`config.mk`:
```
export PLATFORM = sky130hd
export DESIGN_NAME = luhn_card_gen
export DESIGN_NICKNAME = d
export VERILOG_FILES = /design/src/rtl/luhn_card_gen.sv
export SDC_FILE = /design/constraint.sdc
export NUM_CORES = 1
export LEC_CHECK = 0
export BUFFER_PORTS_ARGS = -buffer_cell sky130_fd_sc_hd__buf_4
export CAP_MARGIN = 0
export CORE_MARGIN = 8
export CORE_UTILIZATION = 54
export DETAILED_ROUTE_END_ITERATION = 8
export PLACE_DENSITY = 0.78
export SKIP_CTS_REPAIR_TIMING = 1
export SYNTH_ARGS = -nofsm -noshare
export SYNTH_HDL_FRONTEND = slang
export SYNTH_SLANG_ARGS = --single-unit
```
`constraint.sdc`:
```
create_clock -name clk -period 5.17 [get_ports clk]
set_clock_uncertainty 0.1 [all_clocks]
set_input_delay 1.034 -clock clk [delete_from_list [all_inputs] [get_ports clk]]
set_output_delay 1.034 -clock clk [all_outputs]
set_load 0.02 [all_outputs]
```
`src/rtl/luhn_card_gen.sv`:
```
`default_nettype none
// ============================================================================
//  Module   : luhn_card_gen
//  Purpose  : Builds a Luhn-valid card number of NUM_DIGITS decimal digits.
//             Random digits come from the RNG byte stream by rejection
//             sampling. Digits go out MSB-first on a valid/ready stream, and
//             the last digit is the Luhn check digit.
//  Options  : `define CARD_REJECT_CNT_EN adds a saturating counter of rejected
//             samples on reject_cnt. Without it, reject_cnt is tied to zero.
//  Revision : 1.0 - initial release
// ============================================================================
module luhn_card_gen #(
  parameter int NUM_DIGITS = 16,
  parameter int IIN_DIGIT  = 4
) (
  input  logic       clk,
  input  logic       rst_n,
  input  logic [7:0] rand_in,
  input  logic       start,
  output logic       busy,
  output logic [3:0] digit_out,
  output logic       digit_valid,
  input  logic       digit_ready,
  output logic       digit_last,
  output logic       done,
  output logic [7:0] reject_cnt
);

  typedef enum logic [2:0] {
    S_IDLE = 3'd0,
    S_PFX  = 3'd1,
    S_SAMP = 3'd2,
    S_OUT  = 3'd3,
    S_CHK  = 3'd4,
    S_DONE = 3'd5
  } state_t;

  localparam logic [3:0] IIN_NIB       = 4'(IIN_DIGIT);
  localparam bit         IIN_FIXED     = (IIN_DIGIT <= 9);
  localparam logic [5:0] LAST_RAND_IDX = 6'(NUM_DIGITS - 2);
  // A digit is doubled when its index has the same parity as NUM_DIGITS.
  localparam logic       DBL_PARITY    = 1'(NUM_DIGITS % 2);

  state_t      state_q, state_d;
  logic [5:0]  idx_q, idx_d;
  logic [3:0]  sum_q, sum_d;
  logic [3:0]  digit_q, digit_d;
  logic        valid_q, valid_d;
  logic        last_q, last_d;

  logic [3:0]  nib;
  logic        nib_ok;
  logic        xfer;
  logic        load;
  logic [3:0]  load_digit;
  logic [4:0]  weighted;
  logic [4:0]  sum_raw;
  logic [3:0]  check_digit;
  logic        unused_rand_hi;

  assign nib            = rand_in[3:0];
  assign nib_ok         = (nib <= 4'd9);
  assign xfer           = valid_q & digit_ready;
  assign unused_rand_hi = ^rand_in[7:4];

  // Luhn weighting of the digit being loaded, plus the mod-10 running sum and the check digit
  always_comb begin
    weighted = {1'b0, load_digit};
    if (idx_q[0] == DBL_PARITY) begin
      weighted = {load_digit, 1'b0};
      if (weighted > 5'd9) weighted = weighted - 5'd9;
    end
    sum_raw = {1'b0, sum_q} + weighted;
    if (sum_raw >= 5'd10) sum_raw = sum_raw - 5'd10;
    check_digit = (sum_q == 4'd0) ? 4'd0 : (4'd10 - sum_q);
  end

  // Next-state and datapath update for the digit generator
  always_comb begin
    state_d    = state_q;
    idx_d      = idx_q;
    sum_d      = sum_q;
    digit_d    = digit_q;
    valid_d    = valid_q;
    last_d     = last_q;
    load       = 1'b0;
    load_digit = 4'd0;
    case (state_q)
      S_IDLE: begin
        if (start) begin
          idx_d   = 6'd0;
          sum_d   = 4'd0;
          state_d = IIN_FIXED ? S_PFX : S_SAMP;
        end
      end
      S_PFX: begin
        load       = 1'b1;
        load_digit = IIN_NIB;
      end
      S_SAMP: begin
        if (nib_ok) begin
          load       = 1'b1;
          load_digit = nib;
        end
      end
      S_OUT: begin
        if (xfer) begin
          if (idx_q < LAST_RAND_IDX) begin
            idx_d   = idx_q + 6'd1;
            valid_d = 1'b0;
            state_d = S_SAMP;
          end else begin
            // Check digit follows back-to-back; valid stays high.
            digit_d = check_digit;
            last_d  = 1'b1;
            state_d = S_CHK;
          end
        end
      end
      S_CHK: begin
        if (xfer) begin
          valid_d = 1'b0;
          last_d  = 1'b0;
          state_d = S_DONE;
        end
      end
      S_DONE: begin
        state_d = S_IDLE;
      end
      default: begin
        state_d = S_IDLE;
      end
    endcase
    if (load) begin
      digit_d = load_digit;
      valid_d = 1'b1;
      sum_d   = sum_raw[3:0];
      state_d = S_OUT;
    end
  end

  // State and datapath registers
  always_ff @(posedge clk) begin
    if (!rst_n) begin
      state_q <= S_IDLE;
      idx_q   <= 6'd0;
      sum_q   <= 4'd0;
      digit_q <= 4'd0;
      valid_q <= 1'b0;
      last_q  <= 1'b0;
    end else begin
      state_q <= state_d;
      idx_q   <= idx_d;
      sum_q   <= sum_d;
      digit_q <= digit_d;
      valid_q <= valid_d;
      last_q  <= last_d;
    end
  end

`ifdef CARD_REJECT_CNT_EN
  logic [7:0] rej_q, rej_d;

  // Saturating count of rejected samples, restarted by each accepted start
  always_comb begin
    rej_d = rej_q;
    if (state_q == S_IDLE && start) begin
      rej_d = 8'd0;
    end else if (state_q == S_SAMP && !nib_ok && rej_q != 8'hFF) begin
      rej_d = rej_q + 8'd1;
    end
  end

  // Reject counter register
  always_ff @(posedge clk) begin
    if (!rst_n) rej_q <= 8'd0;
    else        rej_q <= rej_d;
  end

  assign reject_cnt = rej_q;
`else
  assign reject_cnt = 8'd0;
`endif

  assign busy        = (state_q != S_IDLE) && (state_q != S_DONE);
  assign done        = (state_q == S_DONE);
  assign digit_out   = digit_q;
  assign digit_valid = valid_q;
  assign digit_last  = last_q;

endmodule
`default_nettype wire
```
== Word-level counts from Yosys, hierarchy flattened ==
Cells that the tools add are included.

* Add/sub/neg operators: 5
* Multipliers: 0
* Div/mod/pow operators: 0
* $lt $le $gt $ge: 4
* Equality and inequality tests: 17
* Shift-type cells: 0
* Muxes and demuxes: 33
* Bitwise logic cells: 3
* Reductions and logical operators: 20

{| class="wikitable"
|+ Operator list
! cell !! number
|-
| $mux 4 || 10
|-
| $reduce_and 4->1 || 5
|-
| $mux 6 || 3
|-
| $ne 3x3->1 const B || 5
|-
| $mux 3 || 4
|-
| $ne 2x2->1 const B || 6
|-
| $pmux 3 s4 || 1
|-
| $pmux 6 s2 || 1
|-
| $reduce_bool 2->1 || 6
|-
| $mux 5 || 2
|-
| $pmux 4 s2 || 1
|-
| $mux 1 || 7
|-
| $add 6x1->6 const B || 1
|-
| $eq 3x2->1 const B || 2
|-
| $eq 3x3->1 const B || 2
|-
| $lt 6x4->1 const B || 1
|-
| $pmux 1 s2 || 3
|-
| $reduce_bool 3->1 || 2
|-
| $add 4x5->5 || 1
|-
| $ge 5x4->1 const B || 1
|-
| $gt 5x4->1 const B || 1
|-
| $sub 5x4->5 const B || 1
|-
| $le 4x4->1 const B || 1
|-
| $logic_not 4->1 || 1
|-
| other kinds (12) || 14
|}

* Register bits: 19
* Bits in latches: 0
* RAM bits: 0
* ROM bits: 0
* Input bits: 12
* Output and inout port bits: 16
* Logic and storage cells: 89
* Memories kept: 0

== Depth between registers and ports, before layout ==
Gate-level depths: netlist of the first run.

* Depth in word-level cells: 10
* Depth in mapped cells: 17
* Gate-level depth less buffers: 16

== Worst setup path before layout of the first run ==
Ideal clock, no wire load.

* Path type: input-to-reg
* Start point: input port rand_in[2]
* End point: register sum_q[3]
* Library setup time: 88 ps
* Arrival time: 3970 ps
* Required time: 4982 ps
* Path slack: 1011 ps
* Cell stages on the path: 13
* Buffers on the path: 0
* Cells stage by stage: o21ai_0 -> nand3_1 -> ha_1 -> a211o_1 -> nand2_1 -> xor2_1 -> mux2i_1 -> fa_1 -> xor2_1 -> inv_1 -> ha_1 -> or4_4 -> a311oi_2

* Word-level cells in the longest chain between the ends: 10
* Elaborated cells between the ends (all ways): 17
* Those cells by class: add/sub: 3; order compare: 3; mux: 8; reduce/logical: 3

{| class="wikitable"
|+ Ends and longest elaborated chain
! element !! line !! RTL
|-
| start, declared || 18 || <nowiki>input logic [7:0] rand_in,</nowiki>
|-
| $le 4x4->1 || 62 || <nowiki>assign nib_ok = (nib <= 4'd9);</nowiki>
|-
| $mux 4 || 101 || <nowiki>if (nib_ok) begin</nowiki>
|-
| $pmux 4 s2 || 88 || <nowiki>case (state_q)</nowiki>
|-
| $sub 5x4->5 or $gt 5x4->1 (tied branches) || 71 || <nowiki>if (weighted > 5'd9) weighted = weighted - 5'd9;</nowiki>
|-
| $mux 5 || 71 ||
|-
| $mux 5 || 69 || <nowiki>if (idx_q[0] == DBL_PARITY) begin</nowiki>
|-
| $add 4x5->5 || 73 || <nowiki>sum_raw = {1'b0, sum_q} + weighted;</nowiki>
|-
| $sub 4x4->4 or $ge 5x4->1 (tied branches) || 74 || <nowiki>if (sum_raw >= 5'd10) sum_raw = sum_raw - 5'd10;</nowiki>
|-
| $mux 4 || 74 ||
|-
| $mux 4 || 134 || <nowiki>if (load) begin</nowiki>
|-
| end signal, assigned || 154 || <nowiki>sum_q <= sum_d;</nowiki>
|-
| end, declared || 46 || <nowiki>logic [3:0] sum_q, sum_d;</nowiki>
|}

Several ways; a longest one is shown, not always the timed one.
A chain may end at the register's enable or synchronous reset.

== Final worst setup path of the first run ==
Same ends and word-level chain as after synthesis.

==> results.ini, run 1 <==
[power_and_ir_drop]
p_leak_nw=0.644
vdd_drop_max_mv=0.193
powerDensity_nw_per_um2=327

[yosys]
synth_cell_type_count=45
synth_seq_cells=19
dominantRegCellSynth=dfxtp_1
synth.most_common_cell=nor2_1
ys_warn_count=0
ys_top_cells_by_count=nor2_1 (24), dfxtp_1 (19), a21oi_1 (15), nand2_1 (12)
yosysSeqAreaShare_pct=27.9
synth_top_cell_by_area=dfxtp_1
synth_area_leaders=dfxtp_1 (28%), ha_1 (8.3%), nor2_1 (6.6%)
synth_edf_count=0
synthCells=169
syn_area_um2=1360
synth.top_cell.area_share_pct=27.9
async_flop_share_pct=0
syn_avg_cell_area_um2=8.06

[routing]
antenna_left=0
vias=1197
wl_per_cell_um=13.9
drc=0
drt_wl_total_mm=2.96
drt_iter0_markers=78
viasPerCell=5.65
first_pass_iters=4

[layout]
syn_to_final_growth_pct=8.36
final_area_um2=1480
seq_area_um2=380
final_nets=205
antennaDiodeCount=0
drive_above_1_share_pct=15.4
multi_input_area_um2=902
fillCellCount=218

[sta]
rsz0062_at_grt=false
hold_viol_final=0
tns_ns=0
timing.final.crit_period_ns=4.36
finalCritPeriodShare_pct=84.4
max_freq_ghz=0.229
slew_headroom_pct=52.7
tightest_slew_ns=0.707
maxSlewViolCount=0
setup_viol=0
fin_ws_ns=0.805

[floorplan]
core.rowCount=18
die_y_um=66.2
die_x_um=66.2
initial_core_util_pct=56.0
coreArea_um2=2430
dieArea_um2=4380
io_pins=28

[setup_path]
rrSetupSlack_ns=1.14
crit_required_ns=5.29
endpoint_kind=flip-flop
r2r_end=sum_q[3]
r2r-start=state_q[1]
critPathLaunchType=input pin
critical_path.max_fanout=4
r2r_cells=13
arrival_ns=4.48
worst-setup-path-type=input pin to flip-flop

[grt]
grt_max_degree=14
grt_pass1_wl_mm=5.20
track_usage_pct=14.5
grt.overflow.total=0
grt_pass1_vias=1168
antenna_found_initial=0

[clock_network]
cts_root_buffer=clkbuf_4
clock_latency_ns=0.30
cts_tree=built
cts_made_buffers=3
htreeDepth=1
clkTransAtPathRegs_ns=0.12
cts.sinks=19
clk_path_buf_depth=2

[place]
port_buffers=15
post_dp_cell_area_um2=1450
gp_congestion=0.825
dp_hpwl_mm=2.35
pre_cts_ws_ns=0.521

[status]
status=finished clean

[min_path]
whs_path_depth=2
min_to=digit_last
min_path_type=flip-flop to flip-flop
hold_start=digit_last

[flow_run]
max_cap_violations=0

## sequential cells by signal (all words and copies together) (netlist names)
signal       count
digit_last       1
digit_out        4
digit_valid      1
idx_q            6
state_q          3
sum_q            4
## through the flow
step	std cells	hold WS, ns	power, mW	util, %
2_1_floorplan	176	0.341	0.362	-
3_3_place_gp	208	0.361	0.398	59.5
3_5_place_dp	208	0.390	0.408	59.5
4_1_cts	212	0.414	0.483	60.6
5_1_grt	212	0.446	0.520	60.6
6_report	212	0.408	0.483	60.6
## power breakdown
group / switching (mW) / total [mW] / internal, mW
registers: 0.0318 / 0.197 / 0.165
logic: 0.119 / 0.209 / 0.0901
clock network: 0.0480 / 0.0768 / 0.0288
## worst max-delay path by stage
stage | startpoint | endpoint | slack [ns]
global placement | rand_in[2] | sum_q[3] | 0.59
CTS | rand_in[2] | sum_q[3] | 0.81
floorplan | rand_in[2] | sum_q[3] | 1.01
detailed placement | rand_in[2] | sum_q[3] | 0.52
global route | rand_in[2] | sum_q[3] | 0.55
finish | rand_in[2] | sum_q[3] | 0.81
## layer usage
metal / GRT usage (%) / vias up / part of all wire, % / routed length (µm)
li1: - / 615 / - / -
met1: 17.6 / 550 / 46 / 1370
met2: 24.5 / 30 / 47 / 1380
met3: 4.24 / 2 / 6.8 / 200
met4: 3.20 / 0 / 0.17 / 5
met5: 0 / - / 0 / 0
## critical path: stages
cell	delay (ns)
buf_4	0.12
o21ai_0	0.28
nand3_1	0.24
ha_1	0.27
a211o_1	0.29
nand2_1	0.13
xor2_1	0.16
mux2i_1	0.14
fa_1	0.46
xor2_1	0.27
inv_1	0.08
ha_1	0.24
or4_4	0.54
a311oi_2	0.23
## cells by family (layout without fill, tap and decap cells)
| family | Yosys count | after routing | synth area share, % |
|---|---|---|---|
| xor+xnor | 8 | 8 | 5.15 |
| simple gates | 64 | 64 | 24.1 |
| compound gates | 48 | 48 | 23.6 |
| other cells | 1 | 8 | 0.275 |
| buf+inv | 17 | 23 | 7.72 |
| fa+ha+maj | 10 | 10 | 9.74 |
| flops | 19 | 19 | 27.9 |
| mux | 2 | 2 | 1.47 |
## layout by cell type, fill, tap and decap left out, types with 2 or more instances in the layout
cell type / n
and2_1: 2
or2_2: 2
o21a_1: 2
nand2b_1: 3
conb_1: 8
nand3b_1: 2
ha_1: 9
xor2_1: 5
nand2_1: 12
clkbuf_4: 3
a21oi_2: 2
dfxtp_1: 19
nor3_1: 4
or3_1: 2
nand3_1: 5
a41oi_1: 2
o21ai_0: 9
mux2i_1: 2
buf_4: 15
a211oi_1: 2
inv_1: 4
o31a_1: 2
a31oi_1: 3
xnor2_1: 3
nor2b_1: 3
a21oi_1: 15
nor2_1: 24
## cell type report
cell class                      instances  area share (%)
Multi-Input combinational cell        140            61.2
Inverter                                4            1.02
Sequential cell                        19            25.8
Clock buffer                            3            1.53
Clock inverter                          1           0.339
Timing Repair Buffer                   15            7.63
Tap cell                               30            2.54
(Power assumes the default switching activity.)
==> run 2, diff against run 1 <==
CORE_UTILIZATION = 49   (was 54)
PLACE_DENSITY = 0.74   (was 0.78)
clock period = 3.5 ns   (was 5.17 ns; I/O delays follow)
==> results.ini, run 2 (same netlist as run 1, synthesis figures left out) <==
[routing]
drc=0  ; unchanged
viasPerCell=5.81  ; +3.0%
antenna_left=0  ; unchanged
first_pass_iters=4  ; unchanged
vias=1343  ; +12%
met1Wirelength_mm=1.43  ; +3.9%
met3_length_um=265  ; +33%
drt_wl_total_mm=3.49  ; +18%
drt_iter0_markers=149  ; +91%
wl_per_cell_um=15.1  ; +8.3%
wl_met2_mm=1.77  ; +28%
highest_layer=met4

[place]
dp_hpwl_mm=2.62  ; +11%
port_buffers=15  ; unchanged
gp_congestion=0.809  ; -1.9%
placed_cells=223  ; +7.2%

[power_and_ir_drop]
vdd_drop_max_mv=0.412  ; +110%
power_frac_clock_pct=14.2  ; -1.7 points
p_leak_nw=0.730  ; +13%
intPower_mw=0.473  ; +66%
combinationalPowerShare_pct=49.8  ; +6.5 points
powerDensity_nw_per_um2=477  ; +46%
totalPowerFinal_mw=0.799  ; +66%
switching_share_pct=40.8  ; -0.31 points
p_sw_mw=0.326  ; +64%
pwr-share-seq_pct=35.9  ; -4.9 points

[setup_path]
critPathLaunchType=input pin
cpPeakStageDelay_ns=0.42  ; -0.12 ns
critPathSlowestCell=or4_4
crit_top_cell=buf_4
rrSetupSlack_ns=0.04  ; -1.10 ns
path_cells=buf_4 > o21ai_2 > nand3_2 > ha_2 > a211o_1 > nand2_2 > xor2_2 > mux2i_2 > buf_4 > buf_4 > ha_1 > nand3_1 > nand2_2 > xor2_2 > or4_4 > a311oi_2
crit_required_ns=3.62  ; -1.67 ns
critical_path.max_fanout=4  ; unchanged
endpoint_kind=flip-flop
worst-setup-path-type=input pin to flip-flop
arrival_ns=3.60  ; -0.88 ns

[floorplan]
die_x_um=68.7  ; +3.8%
initial_core_util_pct=50.7  ; -5.3 points
core.rowCount=19  ; +1
io_pins=28  ; unchanged
die_y_um=68.7  ; +3.8%
coreArea_um2=2690  ; +10%
dieArea_um2=4720  ; +7.7%

[grt]
grt_max_degree=13  ; -1
grt_pass1_wl_mm=5.59  ; +7.6%
grt.overflow.total=0  ; unchanged
grt_pass1_vias=1299  ; +11%
antenna_found_initial=0  ; unchanged
track_usage_pct=15.0  ; +0.54 points

[clock_network]
clk_path_buf_depth=2  ; unchanged
cts.sinks=19  ; unchanged
htreeDepth=1  ; unchanged
cts_root_buffer=clkbuf_4
clkTransAtPathRegs_ns=0.12  ; about the same
clock_latency_ns=0.31  ; about the same
cts_tree=built
cts_made_buffers=3  ; unchanged

[min_path]
min_path_type=flip-flop to flip-flop

[flow_run]
max_cap_violations=0  ; unchanged

[layout]
seq_area_um2=383  ; +0.66%
largest_register_ff_count=6  ; unchanged
multi_input_area_um2=962  ; +6.7%
fillCellCount=262  ; +20%
drive_above_1_share_pct=30.5  ; +15 points
final_nets=223  ; +8.8%
syn_to_final_growth_pct=23.0
instances_no_fill=231  ; +9.0%
final_common_cell=buf_4
final_cell_mix=buf_4 (33), nor2_1 (24), dfxtp_1 (17), a21oi_1 (15), nand2_1 (10)
antennaDiodeCount=0  ; unchanged
largest_register=idx_q

[sta]
hold_viol_final=0  ; unchanged
rsz0062_at_grt=true
finalCritPeriodShare_pct=99.6
slew_headroom_pct=48.0  ; -4.7 points
max_freq_ghz=0.287
maxSlewViolCount=0  ; unchanged
setup_viol=0  ; unchanged
timing.final.crit_period_ns=3.49
tightest_slew_ns=0.777  ; +0.0704 ns

[status]
status=finished clean

==> run 2: cell count changes in the layout (fill, tap and decap cells not counted), moves of 2 or more <==
| cell | previous run | this run |
|---|---|---|
| ha_1 | 9 | 6 |
| dfxtp_2 | 0 | 2 |
| xor2_1 | 5 | 2 |
| nand2_1 | 12 | 10 |
| buf_4 | 15 | 33 |
| dfxtp_1 | 19 | 17 |
| nand2_2 | 0 | 2 |
| xor2_2 | 0 | 3 |
| ha_2 | 0 | 2 |
==> run 2: layer usage <==
metal / track usage, % / vias to the layer above
met2: 27.3 / 49
met4: 2.76 / 0
met5: 0 / -
met3: 3.39 / 6
li1: - / 650
met1: 17.8 / 638
==> run 2: layout make-up <==
class	instances	share of cell area, %
Clock buffer	3	1.35
Sequential cell	19	22.9
Inverter	4	0.897
Tap cell	31	2.32
Clock inverter	1	0.299
Timing Repair Buffer	33	14.8
Multi-Input combinational cell	140	57.5
==> run 2: final timing paths <==
check | endpoint | startpoint | cells after the start
worst min register to register | digit_last | digit_last | 2
worst max register to register | sum_q[3] | state_q[0] | 15
worst min-delay path | digit_last | digit_last | 2
worst max-delay path | sum_q[3] | rand_in[2] | 16
==> run 2: power by group through the flow <==
stage                     clock [mW]  sequential [mW]  combinational [mW]
after floorplan                    0            0.287               0.255
after global placement             0            0.288               0.337
after detailed placement           0            0.290               0.355
after CTS                      0.115            0.285               0.356
after global routing           0.126            0.291               0.442
final                          0.114            0.287               0.398
==> run 2: through the flow <==
step           utilization [%]  setup WS (ns)  cell area, µm²  hold slack, ns  TNS [ns]
6_report                  62.3         0.0145            1670           0.416         0
5_1_grt                   62.3         -0.128            1670           0.443    -0.349
4_1_cts                   59.7        -0.0491            1600           0.407   -0.0491
3_5_place_dp              58.6         -0.317            1580           0.376    -0.659
3_3_place_gp              58.6         -0.169            1580           0.360    -0.239
2_1_floorplan                -        0.00279            1410           0.341         0
==> run 2: worst max-delay path, delay by kind of cell <==
family | cells | cell delay, ns
mux | 1 | 0.12
compound gates | 3 | 0.77
fa+ha+maj | 2 | 0.48
simple gates | 5 | 0.81
buf+inv | 3 | 0.40
xor+xnor | 2 | 0.32
==> run 3, diff against run 2 <==
CORE_UTILIZATION = 54   (was 49)
PLACE_DENSITY = 0.78   (was 0.74)
clock period = 3.25 ns   (was 3.5 ns; I/O delays follow)
==> results.ini, run 3 (same netlist as run 1, synthesis figures left out) <==
[status]
status=finished with violations
violations=negative setup slack

[sta]
rsz0062_at_grt=true
maxSlewViolCount=0  ; unchanged
setup_viol=3  ; +3
hold_viol_final=0  ; unchanged
fin_ws_ns=-0.153  ; -0.167 ns
finalCritPeriodShare_pct=105
timing.final.crit_period_ns=3.40
tns_ns=-0.306  ; -0.306 ns
max_freq_ghz=0.294
hold_ws_ns=0.405  ; -0.0103 ns

[layout]
multi_input_area_um2=1040  ; +7.8%
final_common_cell=buf_4
final_cell_mix=buf_4 (44), nor2_1 (24), dfxtp_1 (18), a21oi_1 (14), nand2_1 (9)
fillCellCount=169  ; -35%
syn_to_final_growth_pct=36.9
antennaDiodeCount=0  ; unchanged
largest_register_ff_count=6  ; unchanged
largest_register=idx_q
seq_area_um2=382  ; -0.33%
final_nets=236  ; +5.8%
drive_above_1_share_pct=37.1  ; +6.6 points

[place]
dp_hpwl_mm=2.63  ; +0.58%
gp_congestion=0.910  ; +12%
pre_cts_ws_ns=-0.424  ; -0.107 ns
port_buffers=15  ; unchanged

[routing]
first_pass_iters=4  ; unchanged
drc=0  ; unchanged
drt_iter0_markers=193  ; +30%
wl_per_cell_um=14.8  ; -1.8%
viasPerCell=5.57  ; -4.2%
vias=1353  ; +0.74%
antenna_left=0  ; unchanged
drt_wl_total_mm=3.61  ; +3.3%

[clock_network]
cts.sinks=19  ; unchanged
clk_path_buf_depth=2  ; unchanged
cts_tree=built
clkTransAtPathRegs_ns=0.12  ; about the same
htreeDepth=1  ; unchanged
cts_root_buffer=clkbuf_4
clock_latency_ns=0.30  ; about the same
cts_made_buffers=3  ; unchanged

[power_and_ir_drop]
vdd_drop_max_mv=0.446  ; +8.3%
powerDensity_nw_per_um2=527  ; +10%
p_leak_nw=0.814  ; +12%

[grt]
track_usage_pct=15.3  ; +0.23 points
grt_pass1_wl_mm=5.46  ; -2.2%
grt_max_degree=13  ; unchanged
grt.overflow.total=0  ; unchanged
grt_pass1_vias=1205  ; -7.2%
antenna_found_initial=0  ; unchanged

[setup_path]
arrival_ns=3.52  ; -0.08 ns
endpoint_kind=flip-flop
critPathLaunchType=flip-flop
crit_required_ns=3.36  ; -0.26 ns
critical_path.max_fanout=4  ; unchanged
startpoint=state_q[0]
r2r-start=state_q[0]
worst-setup-path-type=flip-flop to flip-flop

[floorplan]
die_y_um=66.2  ; -3.6%
core.rowCount=18  ; -1
coreArea_um2=2430  ; -9.5%
die_x_um=66.2  ; -3.6%
io_pins=28  ; unchanged
initial_core_util_pct=56.0  ; +5.3 points
dieArea_um2=4380  ; -7.1%

[flow_run]
max_cap_violations=0  ; unchanged

[min_path]
min_path_type=flip-flop to flip-flop
hold_start=digit_last

-- run 3: worst paths after layout --
kind | end | slack [ns] | depth (start not counted)
worst min register to register | digit_last | 0.41 | 2
worst min-delay path | digit_last | 0.41 | 2
worst max register to register | sum_q[3] | -0.15 | 14
worst max-delay path | sum_q[3] | -0.15 | 14
-- run 3: per-layer routing --
layer	track usage (%)	vias to the layer above	wire [µm]
met5	0	-	0
met4	1.60	0	19
met3	3.73	4	192
met2	26.8	31	1820
met1	18.8	645	1570
li1	-	673	-
-- run 3: report_power, final --
group | switching (mW) | leakage [nW] | internal, mW
sequential | 0.0447 | 0.155 | 0.263
clock | 0.0744 | 0.0177 | 0.0458
combinational | 0.272 | 0.641 | 0.280
total | 0.392 | 0.814 | 0.590
-- run 3: metrics by stage --
stage / std cells / power, mW / util, % / instance area (µm²)
after floorplan: 176 / 0.600 / - / 1450
after global placement: 231 / 0.737 / 69.1 / 1680
after detailed placement: 231 / 0.755 / 69.1 / 1680
after CTS: 235 / 0.875 / 70.3 / 1710
after global routing: 243 / 1.05 / 76.6 / 1860
final: 243 / 0.981 / 76.6 / 1860
-- run 3: area by class of cell --
cell class	count	share of cell area [%]
timing repair buffer	46	19.4
inverter	4	0.940
clock buffer	3	1.21
sequential	19	20.5
tap	30	2.01
multi-input combinational	140	55.7
clock inverter	1	0.269
-- run 3: worst max-delay path, stage by stage, from the launching register on --
cell,delay [ns]
dfxtp_2,0.35
nor3b_4,0.24
buf_4,0.16
nand3_4,0.08
ha_4,0.17
a211o_1,0.28
nand2_2,0.12
xor2_2,0.15
mux2i_2,0.11
fa_2,0.42
nand3_2,0.10
nand2_2,0.05
and3b_2,0.21
or4_4,0.53
a311oi_2,0.23
